$ cat config.mk
export PLATFORM = sky130hd
export DESIGN_NAME = vermicom_tx_arbiter
export DESIGN_NICKNAME = d
export VERILOG_FILES = /design/src/rtl/vermicom_tx_arbiter_pkg.sv /design/src/rtl/vermicom_tx_arbiter_rr_arbiter.sv /design/src/rtl/vermicom_tx_arbiter.sv
export SDC_FILE = /design/constraint.sdc
export NUM_CORES = 1
export LEC_CHECK = 0
export ABC_AREA = 1
export CAP_MARGIN = 20
export CORE_ASPECT_RATIO = 0.75
export CORE_UTILIZATION = 40
export CTS_CLUSTER_DIAMETER = 120
export DETAILED_ROUTE_END_ITERATION = 8
export HOLD_SLACK_MARGIN = 0.02
export PLACE_DENSITY = 0.87
export SLEW_MARGIN = 20
export SYNTH_ARGS = -nofsm -noshare
export SYNTH_HDL_FRONTEND = slang
export SYNTH_SLANG_ARGS = --single-unit
$ cat constraint.sdc
create_clock -name clk -period 3.3 [get_ports clk]
set_input_delay 0.33 -clock clk [delete_from_list [all_inputs] [get_ports clk]]
set_output_delay 0.33 -clock clk [all_outputs]
set_load 0.1 [all_outputs]
$ cat src/rtl/vermicom_tx_arbiter_pkg.sv
// Shared UART register-map types: local register indices, control/status layouts
// and the TX arbiter FSM state encoding.
package vermicom_tx_arbiter_pkg;

    localparam int LOCAL_ADDRESS_WIDTH = 2;

    typedef enum logic [LOCAL_ADDRESS_WIDTH-1:0] {
        ADDR_CONTROL  = 2'd0,
        ADDR_STATUS   = 2'd1,
        ADDR_DIVISION = 2'd2,
        ADDR_DATA     = 2'd3
    } local_address_e;

    typedef struct packed {
        logic [29:0] reserved;
        logic        tx_irq_en;
        logic        rx_irq_en;
    } control_t;

    typedef struct packed {
        logic [29:0] reserved;
        logic        tx_event_flag;
        logic        rx_event_flag;
    } status_t;

    typedef enum logic [2:0] {
        ST_INIT_DIV,
        ST_INIT_CTRL,
        ST_IDLE,
        ST_WRITE_DATA,
        ST_POLL_STATUS,
        ST_CLEAR_STATUS
    } tx_state_e;

endpackage

$ cat src/rtl/vermicom_tx_arbiter_rr_arbiter.sv
// Round-robin pick among pending requests, search starting just after last_grant.
// Latency: purely combinational.
// Backpressure: none; the caller decides when the grant is consumed.
module rr_arbiter #(
    parameter int N_REQ = 4,
    parameter int IDX_W = 2
) (
    input  logic [N_REQ-1:0] req,
    input  logic [IDX_W-1:0] last_grant,
    output logic [N_REQ-1:0] grant,
    output logic [IDX_W-1:0] grant_idx
);

    logic             found;
    logic [IDX_W-1:0] cand;

    always_comb begin
        grant     = '0;
        grant_idx = '0;
        found     = 1'b0;
        cand      = '0;
        for (int k = 1; k <= N_REQ; k++) begin
            cand = IDX_W'((int'(last_grant) + k) % N_REQ);
            if (!found && req[cand]) begin
                found       = 1'b1;
                grant[cand] = 1'b1;
                grant_idx   = cand;
            end
        end
    end

endmodule

$ cat src/rtl/vermicom_tx_arbiter.sv
// Arbitrates byte requesters onto a UART register port: init divisor/control, then per byte write data, poll TX flag, clear it.
// Latency: grant in the IDLE cycle, data write issued the next edge; at least one IDLE cycle between bytes.
// Backpressure: each register access is held until dev_ready; requesters are accepted only in IDLE via a one-hot req_ready.
module vermicom_tx_arbiter
    import vermicom_tx_arbiter_pkg::*;
#(
    parameter int N_REQ         = 4,
    parameter int DIVISION_INIT = 868
) (
    input  logic                           clk,
    input  logic                           reset_n,
    input  logic [N_REQ-1:0]               req_valid,
    input  logic [N_REQ-1:0][7:0]          req_data,
    output logic [N_REQ-1:0]               req_ready,
    output logic                           dev_valid,
    output logic                           dev_write,
    output logic [LOCAL_ADDRESS_WIDTH-1:0] dev_address,
    output logic [31:0]                    dev_wdata,
    input  logic [31:0]                    dev_rdata,
    input  logic                           dev_ready,
    output logic                           busy
);

    localparam int IDX_W = (N_REQ > 1) ? $clog2(N_REQ) : 1;

    tx_state_e        state;
    logic [IDX_W-1:0] last_grant;
    logic [IDX_W-1:0] grant_idx;
    logic [N_REQ-1:0] grant;
    logic [7:0]       tx_byte;
    logic [31:0]      wdata_q;
    logic             done;
    status_t          rd_status;
    status_t          clear_word;
    control_t         ctrl_word;
    logic             unused_rdata;

    rr_arbiter #(
        .N_REQ (N_REQ),
        .IDX_W (IDX_W)
    ) u_rr_arbiter (
        .req        (req_valid),
        .last_grant (last_grant),
        .grant      (grant),
        .grant_idx  (grant_idx)
    );

    assign done         = dev_valid && dev_ready;
    assign rd_status    = status_t'(dev_rdata);
    assign unused_rdata = ^rd_status.reserved;
    assign ctrl_word    = '0;
    assign busy         = (state != ST_IDLE);
    assign req_ready    = (state == ST_IDLE) ? grant : '0;
    // The captured byte is presented straight from its register while the data write is in flight.
    assign dev_wdata    = (state == ST_WRITE_DATA) ? {24'h0, tx_byte} : wdata_q;

    // Clear only the TX event; echo back the RX flag so a pending RX event is not lost.
    always_comb begin
        clear_word               = '0;
        clear_word.rx_event_flag = rd_status.rx_event_flag;
    end

    always_ff @(posedge clk or negedge reset_n) begin
        if (!reset_n) begin
            state       <= ST_INIT_DIV;
            last_grant  <= IDX_W'(N_REQ - 1);
            tx_byte     <= '0;
            dev_valid   <= 1'b0;
            dev_write   <= 1'b0;
            dev_address <= '0;
            wdata_q     <= '0;
        end else begin
            case (state)
                ST_INIT_DIV: begin
                    if (!dev_valid) begin
                        dev_valid   <= 1'b1;
                        dev_write   <= 1'b1;
                        dev_address <= ADDR_DIVISION;
                        wdata_q     <= 32'(DIVISION_INIT);
                    end else if (dev_ready) begin
                        state       <= ST_INIT_CTRL;
                        dev_address <= ADDR_CONTROL;
                        wdata_q     <= ctrl_word;
                    end
                end
                ST_INIT_CTRL: begin
                    if (done) begin
                        state     <= ST_IDLE;
                        dev_valid <= 1'b0;
                        dev_write <= 1'b0;
                        wdata_q   <= '0;
                    end
                end
                ST_IDLE: begin
                    if (|req_valid) begin
                        state       <= ST_WRITE_DATA;
                        last_grant  <= grant_idx;
                        tx_byte     <= req_data[grant_idx];
                        dev_valid   <= 1'b1;
                        dev_write   <= 1'b1;
                        dev_address <= ADDR_DATA;
                    end
                end
                ST_WRITE_DATA: begin
                    if (done) begin
                        state       <= ST_POLL_STATUS;
                        dev_write   <= 1'b0;
                        dev_address <= ADDR_STATUS;
                    end
                end
                ST_POLL_STATUS: begin
                    if (done && rd_status.tx_event_flag) begin
                        state     <= ST_CLEAR_STATUS;
                        dev_write <= 1'b1;
                        wdata_q   <= clear_word;
                    end
                end
                ST_CLEAR_STATUS: begin
                    if (done) begin
                        state     <= ST_IDLE;
                        dev_valid <= 1'b0;
                        dev_write <= 1'b0;
                        wdata_q   <= '0;
                    end
                end
                default: state <= ST_INIT_DIV;
            endcase
        end
    end

endmodule

# Word level (Yosys, flattened, before mapping)
# Cells that the tools add are included.
# word_totals
ff_bits,49
latch_bits,0
mem_bits_rw,0
mem_bits_ro,0
inputBits,71
out_inout_bits,41
wordCells,118
mem_count,0
# classes
add_sub_neg,4
multipliers,0
n_div,0
magnitude_cmp,9
n_eq_ne,15
n_shift,0
muxes,54
n_bitwise,3
reduce_logical,26
# ops
operator,n
$mux 32,5
$pmux 32 s3,1
$mux 4,5
$mux 3,6
$bmux 8 s2,1
$mux 2,8
$lt 2x3->1 const B,5
$mux 1,15
$pmux 3 s5,1
$or 4x4->4,3
$ne 2x2->1 const B,5
$logic_and 1x1->1,9
$reduce_bool 3->1,3
$bmux 1 s2,4
$demux 1 s2,4
$ge 2x1->1 const B,4
$mux 8,1
$reduce_and 4->1,2
$eq 3x2->1 const B,2
$eq 3x3->1 const B,2
$ne 2x1->1 const B,3
$pmux 2 s3,1
$reduce_and 6->1,1
$reduce_and 5->1,1
15 further kinds,19

# Longest topological paths before layout
# Gate-level depths: netlist of the first run.
# depth
word_depth,15
mapped_depth,16
mapped_depth_nobuf,14

# Modules after synthesis
# Synthesis of the first run repeated with hierarchy kept, for this count alone.
# unflattened
hier_cells,322
hier_area_um2,2100.8
# modules_own_cells
module,n_inst,cells_each,area_each_um2,seq_area_each_um2
vermicom_tx_arbiter,1,237,1565.3,478.0
rr_arbiter,1,85,535.5,0.0

# Worst setup path after synthesis of the first run
# Ideal clock, no wire load.
# synth_path
kind,register -> output
from,register state[1]
to,output port dev_wdata[2]
arrival_ns,2.825
t_required_ns,2.970
slack_ns,0.145
stages_incl_launch_ff,6
n_path_buf,0
cell_sequence,dfrtp_1 > nand2_1 > nor2_1 > nor2_1 > inv_1 > nand2_1
# synth_via
elab_chain_cells,2
# synth_rtl
item,line,source
"start, declared",vermicom_tx_arbiter.sv:26,tx_state_e state;
"start signal, assigned",vermicom_tx_arbiter.sv:65,state <= ST_INIT_DIV;
"start signal, assigned",vermicom_tx_arbiter.sv:81,state <= ST_INIT_CTRL;
"start signal, assigned",vermicom_tx_arbiter.sv:88,state <= ST_IDLE;
$eq 3x2->1,vermicom_tx_arbiter.sv:55,"assign dev_wdata = (state == ST_WRITE_DATA) ? {24'h0, tx_byte} : wdata_q;"
$mux 32,vermicom_tx_arbiter.sv:55,
"end, declared",vermicom_tx_arbiter.sv:18,"output logic [31:0] dev_wdata,"
# Every way passes these cells.

# Worst setup path in the final report of the first run
# layout_path
from,register last_grant[0]
to,output port req_ready[1]
# layout_via
elab_chain_cells,14
elab_cells_between_ends,49
cone_classes,add/sub: 4; order compare: 8; mux: 24; bitwise: 3; reduce/logical: 10
# layout_rtl
item,line,source
"start, declared",vermicom_tx_arbiter.sv:27,logic [IDX_W-1:0] last_grant;
"start signal, assigned",vermicom_tx_arbiter.sv:66,last_grant <= IDX_W'(N_REQ - 1);
"start signal, assigned",vermicom_tx_arbiter.sv:97,last_grant <= grant_idx;
branches (longest 12 deep; another with $lt 2x3->1),--,
$mux 4 (*),vermicom_tx_arbiter_rr_arbiter.sv:24,if (!found && req[cand]) begin
$mux 4 (*),vermicom_tx_arbiter.sv:53,assign req_ready = (state == ST_IDLE) ? grant : '0;
"end, declared",vermicom_tx_arbiter.sv:14,"output logic [N_REQ-1:0] req_ready,"
# Mark *: on every way between the ends. The select of a mux whose other input is x is not followed.

==> results.md, run 1 <==
- Status: finished, final reports clean
- CTS clock-pin slew for the worst setup and hold paths: 0.07 ns
- Largest net degree at the start of global routing: 20
- FF-to-FF Start: last_grant[0]
- Footprint of the multi-input gates: 1180 um2
- Worst Hold Class: reg -> reg
- Chip height: 62.19 um
- Worst setup SP type: register
- Slowest-stage cell, CP: dfstp_2
- Hold Violations, Final: 0
- Gr ovfl total: 0
- Final HPWL DP: 3.807 mm
- Final core utilization: 55.30%
- Total Negative Setup Slacks: 0 ns
- Num rows: 21
- Synth Warn #: 0
- Worst Path Max Fanout: 12
- Yosys reg bits: 19
- Worst reg2reg setup slack: 0.67 ns
- Tightest Pin Transition: 0.9635 ns
- XOR/XNOR Fraction of Synth Area: 0%
- Worst-Skew Late Latency: 0.25 ns
- Initial antenna violation count: 0
- Mapped Avg Cell Area: 6.685 um2
- Cell area after synthesis: 1932 um2
- Root Driver: clkbuf_8
- Hold path start: dev_address[0]
- Area growth syn-to-layout: 30.12%
- Layout cells sized above 1: 12.17%
- Crit-path cells: inv_6 > ha_1 > inv_1 > nand3_2 > nand2_4 > nor2_4 > nand3_1 > inv_1 > nand2_1 > a31o_2 > inv_1 > buf_12
- Netlist cell types: 34
- Synth Area in Compound Gates: 9.780%
- Diode count: 0
- Number of setup buffers added after CTS: 0
- RD Place Congestion: 0.8999
- Post-Synth Simple-Gate Area: 41.84%
- Mux cell area share after synthesis: 0%
- Yosys top cell area share: 22.02%
- Layout fillers: 450
- Fin nets: 425
- # port buffers: 59
- Worst Path Buf+Inv: 5
- Io pins: 112
- Synth Flop Type: dfrtp_1
- Initial cell density of the core: 42.50%
- Synth Area in Adders: 5.181%
- Combinational family with the most area after synthesis: simple AND/OR/NAND/NOR gates
- TritonCTS Buffers: 3
- Minimum clock period: 3.143 ns
- Post-cts resize count: 0
- Area contributors post-synth: dfrtp_1, nand2_1, nand3_1
- Via count: 2,016
- Peak Freq: 0.3182 GHz
- Drt pass-1 iters: 4
- Hold Path End: dev_address[0]
- Period utilization: 95.24%
- Synth Instances: 289
- Most frequent cells after synthesis: nand2_1, nand3_1, inv_1
- RR Endpoint: tx_byte[6]
- Crit path capture type: primary output
- Async SR Flop Fraction: 100.0%
- Vias per inst: 5.015
- Worst Path Required: 2.97 ns
- Initial DRC count: 184
- CP most frequent cell: inv_1
- Seq/Total Area, Yosys: 24.74%
- GRT Total Usage: 19.34%
- Register-to-Register Path Depth: 12
- WL/cell: 11.73 um
- Slew Limit Fails: 0
- First-pass GRT wire length: 7.790 mm
- Number of cells on the critical path: 12
- Vias in the first global route: 1,800
- Worst slew margin: 35.57%
- Drc violations: 0
- FF/Latch Area: 478.0 um2
- # hold bufs at CTS: 0
- Setup Viol. Count Final: 0
- Routed Antenna Nets: 0
- Clk sinks: 19
- Hold depth: 2
- Most frequent cell after synthesis: nand2_1
- Max-capacitance violation count: 0
- Final Skew: 0.003264 ns
- Leading area contributor after synthesis: dfrtp_1
- Post-Route WL: 4.715 mm
- RSZ-0062 raised after global routing: no
- CP peak stage delay: 0.72 ns
- CTS Buffer Depth: 2
- Die Wd: 82.25 um
- TritonCTS clock tree: done
- Family with the most delay on the worst path: flip-flops
- Worst setup path class: reg -> out
- CP Data Arrival Time: 2.81 ns
- Die ar.: 5114 um2
- Post-synth EDFFs: 0
- H-tree levels: 1
- CORE AREA: 4546 um2
state kept, by name, summed over array words and instances, names as in the netlist:
name         cells
dev_address      2
state            3
dev_write        1
dev_valid        1
tx_byte          8
wdata_q          2
last_grant       2
cell usage in the layout, fill, tap and decap left out, types with 4 or more instances in the layout:
master	Yosys	layout
ha_1	8	8
clkdlybuf4s50_1	0	44
conb_1	1	22
dfrtp_1	17	17
a21oi_1	5	5
o21ai_0	13	13
nand2_4	4	4
inv_1	31	31
nand2_1	81	81
nor2_1	17	17
buf_12	0	4
nand3_2	4	4
nand3_1	49	49
a22oi_1	5	5
buf_4	24	11
nand2_2	5	5
kinds of logic after synthesis:
family	count (synthesis)
fa+ha+maj	8
flops	19
simple gates	168
other cells	1
compound gates	30
buf+inv	63
layout make-up:
class,instances,area share (%)
timing repair buffer,59,23.99
inverter,35,5.426
sequential,19,19.01
multi-input combinational,228,46.94
tap,57,2.837
clock buffer,4,1.792
worst max path at each step:
stage             startpoint           end  slack [ns]
6_report       last_grant[0]  req_ready[1]        0.16
3_3_place_gp   last_grant[0]  req_ready[1]        0.50
4_1_cts        last_grant[0]  req_ready[1]        0.15
3_5_place_dp   last_grant[0]  req_ready[1]        0.43
2_1_floorplan       state[1]  dev_wdata[2]        0.14
5_1_grt        last_grant[0]  req_ready[1]        0.01
metrics by stage:
step	worst slack [ns]	cells	hold WS (ns)	cell area, um2
floorplan	0.1449	310	0.03441	2011
global placement	0.5002	398	0.4638	2469
detailed placement	0.4295	398	0.4681	2469
CTS	0.1464	402	0.4862	2514
global route	0.01073	402	0.5064	2514
finish	0.1571	402	0.4878	2514
routing by layer:
layer  routed length [um]  up-vias  global-route usage (%)
met3                  432       11                   6.324
met2                 2197      107                   30.06
li1                     -     1005                       -
met5                    0        -                       0
met1                 2020      893                   25.36
met4                   65        0                   5.263
worst reg2reg max path, stage by stage (launching register included):
cell	delay, ns
dfstp_2	0.72
inv_6	0.10
ha_1	0.37
inv_1	0.09
nand3_2	0.10
nand2_4	0.10
nor2_4	0.17
nand4_4	0.24
nand2_4	0.28
nand2_1	0.09
nand3_1	0.10
nand3_1	0.10
nand2_1	0.09
Power of run 1 is left out: the tool's default activity adds up to more than one toggle a clock period on the data nets, which glitch-free logic cannot reach.
==> inputs of run 2 (changes only) <==
- CTS_CLUSTER_DIAMETER: 120 -> not set
- PLACE_DENSITY: 0.87 -> not set
- PLACE_DENSITY_LB_ADDON: not set -> 0.25
==> run 2 against run 1 <==
  * Hold slack worse by 0.0040 ns
  * Clock-buffer cell count down 1
  * Wire length shrank 3.2%
  * Critical path type unchanged
==> results.md, run 2 (synthesis results as in run 1) <==
- Largest net degree at the start of global routing: 20 (unchanged)
- Worst reg2reg setup slack: 0.71 ns (was 0.67 ns)
- Area growth syn-to-layout: 30.51% (was 30.12%)
- Placed cells: 398 (unchanged)
- First-pass GRT wire length: 7.797 mm (was 7.790 mm)
- Max FFs per register: 8 (unchanged)
- Worst slew margin: 35.57% (about the same)
- Hold Violations, Final: 0 (unchanged)
- DP Worst Slack: 0.4321 ns (was 0.4295 ns)
- Root Driver: clkbuf_8 (unchanged)
- Final Instance Area: 2521 um2 (was 2514 um2)
- CP Data Arrival Time: 2.81 ns (about the same)
- Setup Viol. Count Final: 0 (unchanged)
- Fin nets: 425 (unchanged)
- Crit path capture type: primary output (unchanged)
- RD Place Congestion: 0.8297 (was 0.8999)
- Hold Path End: tx_byte[0] (was dev_address[0])
- Vias in the first global route: 1,754 (was 1,800)
- TritonCTS clock tree: done (unchanged)
- CORE AREA: 4546 um2 (unchanged)
- Worst Path Required: 2.97 ns (about the same)
- Register-to-Register Path Depth: 12 (unchanged)
- Worst Path Max Fanout: 8 (was 12)
- RR Endpoint: tx_byte[6] (unchanged)
- Worst Hold Class: reg -> reg (unchanged)
- Commonest non-fill, non-tap cells in the layout: nand2_1, nand3_1, clkdlybuf4s50_1, inv_1, conb_1 (unchanged)
- Drc violations: 0 (unchanged)
- Worst setup path class: reg -> out (unchanged)
- Die ar.: 5114 um2 (unchanged)
- Final HPWL DP: 3.630 mm (was 3.807 mm)
- Via count: 1,935 (was 2,016)
- Final Skew: 0.001527 ns (was 0.003264 ns)
- GRT Total Usage: 19.17% (was 19.34%)
- Max-capacitance violation count: 0 (unchanged)
- Vias per inst: 4.813 (was 5.015)
- Drt pass-1 iters: 4 (unchanged)
- Total Negative Setup Slacks: 0 ns (unchanged)
- Layout fillers: 452 (was 450)
- Layout cells sized above 1: 12.46% (was 12.17%)
- Routed Antenna Nets: 0 (unchanged)
- Io pins: 112 (unchanged)
- Critical path launch point: last_grant[1] (was last_grant[0])
- Fin worst setup slack: 0.1612 ns (was 0.1571 ns)
- Largest Register: tx_byte (unchanged)
- Worst setup SP type: register (unchanged)
- Minimum clock period: 3.139 ns (was 3.143 ns)
- Largest regs: tx_byte (8), state (3) (unchanged)
- Initial antenna violation count: 0 (unchanged)
- Chip height: 62.19 um (unchanged)
- Hold path start: tx_byte[0] (was dev_address[0])
- Clk sinks: 19 (unchanged)
- Die Wd: 82.25 um (unchanged)
- Non-filler instance count after layout: 402 (unchanged)
- Tightest Pin Transition: 0.9635 ns (about the same)
- Hold depth: 2 (unchanged)
- Post-Route WL: 4.565 mm (was 4.715 mm)
- Footprint of the multi-input gates: 1180 um2 (unchanged)
- Peak Freq: 0.3186 GHz (was 0.3182 GHz)
- Dpl cell area: 2469 um2 (unchanged)
- Diode count: 0 (unchanged)
- TritonCTS Buffers: 3 (unchanged)
- Initial DRC count: 72 (was 184)
- WL/cell: 11.36 um (was 11.73 um)
- FF/Latch Area: 481.7 um2 (was 478.0 um2)
- Gr ovfl total: 0 (unchanged)
- Worst-Skew Late Latency: 0.26 ns (was 0.25 ns)
- Period utilization: 95.12% (was 95.24%)
- # port buffers: 59 (unchanged)
- CTS clock-pin slew for the worst setup and hold paths: 0.07 ns (about the same)
- FF-to-FF Start: last_grant[1] (was last_grant[0])
- CTS Buffer Depth: 2 (unchanged)
- Status: finished, final reports clean (unchanged)
- Most common cell after layout, fill and taps aside: nand2_1 (unchanged)
- Slew Limit Fails: 0 (unchanged)
- RSZ-0062 raised after global routing: no (unchanged)
- Num rows: 21 (unchanged)
- H-tree levels: 1 (unchanged)
- Initial cell density of the core: 42.50% (unchanged)
-- run 2: cell count changes in the layout (fill, tap and decap cells not counted), sizes merged --
cell	previous run	this run
clkinvlp	0	1
clkbuf	4	3
-- run 2: final cells by class --
type                            count  area share, %
Multi-Input combinational cell    228          46.80
Timing Repair Buffer               59          23.92
Sequential cell                    19          19.11
Inverter                           35          5.409
Tap cell                           57          2.829
Clock buffer                        3          1.638
Clock inverter                      1         0.2978
-- run 2: worst max-delay path, cell delays in order (launching register included) --
cell and delay (ns):
dfstp_2 0.63, inv_1 0.17, ha_1 0.40, inv_1 0.09
nand3_2 0.10, nand2_4 0.10, nor2_4 0.17, nand3_1 0.17
inv_1 0.18, nand2_1 0.07, a31o_2 0.21, inv_1 0.09
buf_12 0.18
-- run 2: worst max-delay path by stage --
stage | slack [ns] | cells after the start | end
floorplan | 0.14 | 5 | dev_wdata[2]
global placement | 0.45 | 12 | req_ready[1]
detailed placement | 0.43 | 12 | req_ready[1]
CTS | 0.14 | 12 | req_ready[1]
global route | 0.01 | 12 | req_ready[1]
finish | 0.16 | 12 | req_ready[1]
-- run 2: layer usage --
layer / GRT usage, % / wire length, um
met4: 3.947 / 23
met1: 27.23 / 2231
met3: 5.588 / 347
met2: 28.51 / 1961
met5: 0 / 0
-- run 2: what timing repair did --
| item | in CTS | in global routing |
|---|---|---|
| gates resized for setup | 0 | 1 |
| buffers inserted | 0 | 0 |
| hold buffers | 0 | 0 |
| setup endpoints to repair | 0 | 1 |
-- run 2: metrics by stage --
| stage | utilization, % | hold WS (ns) |
|---|---|---|
| final | 55.46 | 0.4838 |
| after detailed placement | 54.31 | 0.4681 |
| after global routing | 55.46 | 0.4989 |
| after floorplan | - | 0.03441 |
| after CTS | 55.38 | 0.4883 |
| after global placement | 54.31 | 0.4671 |
Power of run 2 is left out for the same reason.
==> inputs of run 3 (changes only) <==
- SKIP_LAST_GASP: not set -> 1
- TNS_END_PERCENT: not set -> 20
- clock period: 3.3 -> 3.8 ns (I/O delays scaled with it)
==> run 3 against run 2 <==
  * Die area unchanged
  * Final cell count is the same
  * Clock skew rose by 0.00056 ns
  * First-iteration DRC count shrank 1.4%
  * Wire length increased by 0.61%
  * Global-route usage up 0.95 points
  * Sequential share of layout area grew 0.16 points
  * Setup slack better by 0.39 ns
  * Core utilization is 0.88 points lower
  * Design area decreased by 1.6%
  * Critical endpoint unchanged
  * Largest cell class unchanged
==> results.md, run 3 (synthesis results as in run 1) <==
- Worst Hold Class: reg -> reg (unchanged)
- Worst setup path class: reg -> out (unchanged)
- Slew Limit Fails: 0 (unchanged)
- Number of setup buffers added after CTS: 0 (unchanged)
- Maximum vdd drop: 0.4435 mV
- Initial cell density of the core: 42.50% (unchanged)
- # hold bufs at CTS: 0 (unchanged)
- RD Place Congestion: 0.8230 (was 0.8297)
- Dpl cell area: 2436 um2 (was 2469 um2)
- Worst Hold Slack: 0.4824 ns (was 0.4838 ns)
- Vias per inst: 4.945 (was 4.813)
- RSZ-0062 raised after global routing: no (unchanged)
- Fin nets: 425 (unchanged)
- Register-to-Register Path Depth: 12 (unchanged)
- Status: finished, final reports clean (unchanged)
- Io pins: 112 (unchanged)
- Commonest non-fill, non-tap cells in the layout: nand2_1, clkdlybuf4s50_1, nand3_1, inv_1, conb_1 (was nand2_1, nand3_1, clkdlybuf4s50_1, inv_1, conb_1)
- Critical path launch point: last_grant[0] (was last_grant[1])
- Die Wd: 82.25 um (unchanged)
- Final Skew: 0.002086 ns (was 0.001527 ns)
- RR Endpoint: tx_byte[6] (unchanged)
- First-pass GRT wire length: 8.224 mm (was 7.797 mm)
- Tightest Pin Transition: 0.9796 ns (was 0.9635 ns)
- TritonCTS clock tree: done (unchanged)
- CTS Buffer Depth: 2 (unchanged)
- CP Data Arrival Time: 2.87 ns (was 2.81 ns)
- Largest regs: tx_byte (8), state (3) (unchanged)
- Total Power: 2.714 mW
- Crit-path cells: inv_6 > ha_1 > inv_1 > nand3_2 > nand2_4 > nor2_4 > nand3_1 > inv_1 > nand2_1 > a31o_2 > inv_1 > buf_4 (was inv_1 > ha_1 > inv_1 > nand3_2 > nand2_4 > nor2_4 > nand3_1 > inv_1 > nand2_1 > a31o_2 > inv_1 > buf_12)
- Final core utilization: 54.58% (was 55.46%)
- Chip height: 62.19 um (unchanged)
- TritonCTS Buffers: 3 (unchanged)
- CORE AREA: 4546 um2 (unchanged)
- CP peak stage delay: 0.72 ns (was 0.63 ns)
- Total Negative Setup Slacks: 0 ns (unchanged)
- Max FFs per register: 8 (unchanged)
- CTS clock-pin slew for the worst setup and hold paths: 0.07 ns (about the same)
- Drc violations: 0 (unchanged)
- Via count: 1,988 (was 1,935)
- Layout cells sized above 1: 10.14% (was 12.46%)
- Setup Viol. Count Final: 0 (unchanged)
- Largest Register: tx_byte (unchanged)
- Diode count: 0 (unchanged)
- FF/Latch Area: 478.0 um2 (was 481.7 um2)
- Initial antenna violation count: 0 (unchanged)
- FF-to-FF Start: last_grant[0] (was last_grant[1])
- Routed Antenna Nets: 0 (unchanged)
- Drt pass-1 iters: 4 (unchanged)
- Die ar.: 5114 um2 (unchanged)
- Post-Route WL: 4.593 mm (was 4.565 mm)
- Root Driver: clkbuf_8 (unchanged)
- Hold Path End: tx_byte[3] (was tx_byte[0])
- Hold Violations, Final: 0 (unchanged)
- Slowest-stage cell, CP: dfstp_2 (unchanged)
- Vias in the first global route: 1,844 (was 1,754)
- Worst-Skew Late Latency: 0.26 ns (about the same)
- # port buffers: 59 (unchanged)
- Peak Freq: 0.3077 GHz
- WL/cell: 11.43 um (was 11.36 um)
- Final Instance Area: 2481 um2 (was 2521 um2)
- Worst setup SP type: register (unchanged)
- Power Dens Cells: 1094 nW/um2
- Worst Path Required: 3.42 ns (was 2.97 ns)
- Largest net degree at the start of global routing: 20 (unchanged)
- Lkg Pwr: 1.254 nW
- Layout fillers: 466 (was 452)
- Max-capacitance violation count: 0 (unchanged)
- Crit path capture type: primary output (unchanged)
- Post-cts resize count: 0 (unchanged)
- GRT Total Usage: 20.12% (was 19.17%)
- Clk sinks: 19 (unchanged)
- Initial DRC count: 71 (was 72)
- Most common cell after layout, fill and taps aside: nand2_1 (unchanged)
- Worst slew margin: 34.49% (was 35.57%)
- Worst reg2reg setup slack: 1.18 ns (was 0.71 ns)
- Area growth syn-to-layout: 28.43% (was 30.51%)
- Num rows: 21 (unchanged)
- Final HPWL DP: 3.661 mm (was 3.630 mm)
- Minimum clock period: 3.250 ns
- Hold path start: tx_byte[3] (was tx_byte[0])
- CP most frequent cell: inv_1 (unchanged)
- Worst Path Max Fanout: 12 (was 8)
- Hold depth: 2 (unchanged)
- Period utilization: 85.52%
- Gr ovfl total: 0 (unchanged)
- H-tree levels: 1 (unchanged)
- Footprint of the multi-input gates: 1180 um2 (unchanged)
run 3: changes by cell type in the layout (fill, tap and decap cells not counted):
cell             delta
dfstp_4             -1
dfstp_2             +1
buf_4               -3
clkinvlp_4          -1
clkbuf_1            +1
buf_12              -4
clkdlybuf4s50_1     +7
run 3: cell type report:
| type | instances | area share [%] |
|---|---|---|
| multi-input cells | 228 | 47.55 |
| repair buffers | 59 | 23.00 |
| flip-flops and latches | 19 | 19.26 |
| inverters | 35 | 5.497 |
| well taps | 57 | 2.874 |
| clock buffers | 4 | 1.815 |
run 3: worst max-delay path by stage:
| stage | end | cells after the start |
|---|---|---|
| 2_1_floorplan | dev_wdata[2] | 5 |
| 3_3_place_gp | req_ready[1] | 12 |
| 3_5_place_dp | req_ready[1] | 12 |
| 4_1_cts | req_ready[1] | 12 |
| 5_1_grt | req_ready[1] | 12 |
| 6_report | req_ready[1] | 12 |
run 3: worst max-delay path: cells and delay by family (launching register included):
kind / cells / cell delay, ns
flip-flops: 1 / 0.72
AO/OA/AOI/OAI: 1 / 0.20
buffers and inverters: 5 / 0.68
adder cells (fa/ha/maj): 1 / 0.37
AND/OR/NAND/NOR: 5 / 0.63
run 3: metal layers:
metal | track usage (%) | part of all wire [%] | up-vias
met5 | 0 | 0 | -
met4 | 3.947 | 0.83 | 0
met3 | 6.471 | 10 | 6
met2 | 30.17 | 43 | 99
met1 | 28.04 | 46 | 878
li1 | - | - | 1005
run 3: report_power, final:
group | internal (mW) | switching, mW
Combinational | 0.586 | 1.56
Clock | 0.0746 | 0.0686
Sequential | 0.316 | 0.104
run 3: metrics by stage:
step,instances,worst slack (ns)
after floorplan,310,0.5949
after global placement,398,0.8457
after detailed placement,398,0.8139
after CTS,402,0.5253
after global routing,402,0.3625
final,402,0.5502
Note: power is estimated with default switching activity, not from simulation.
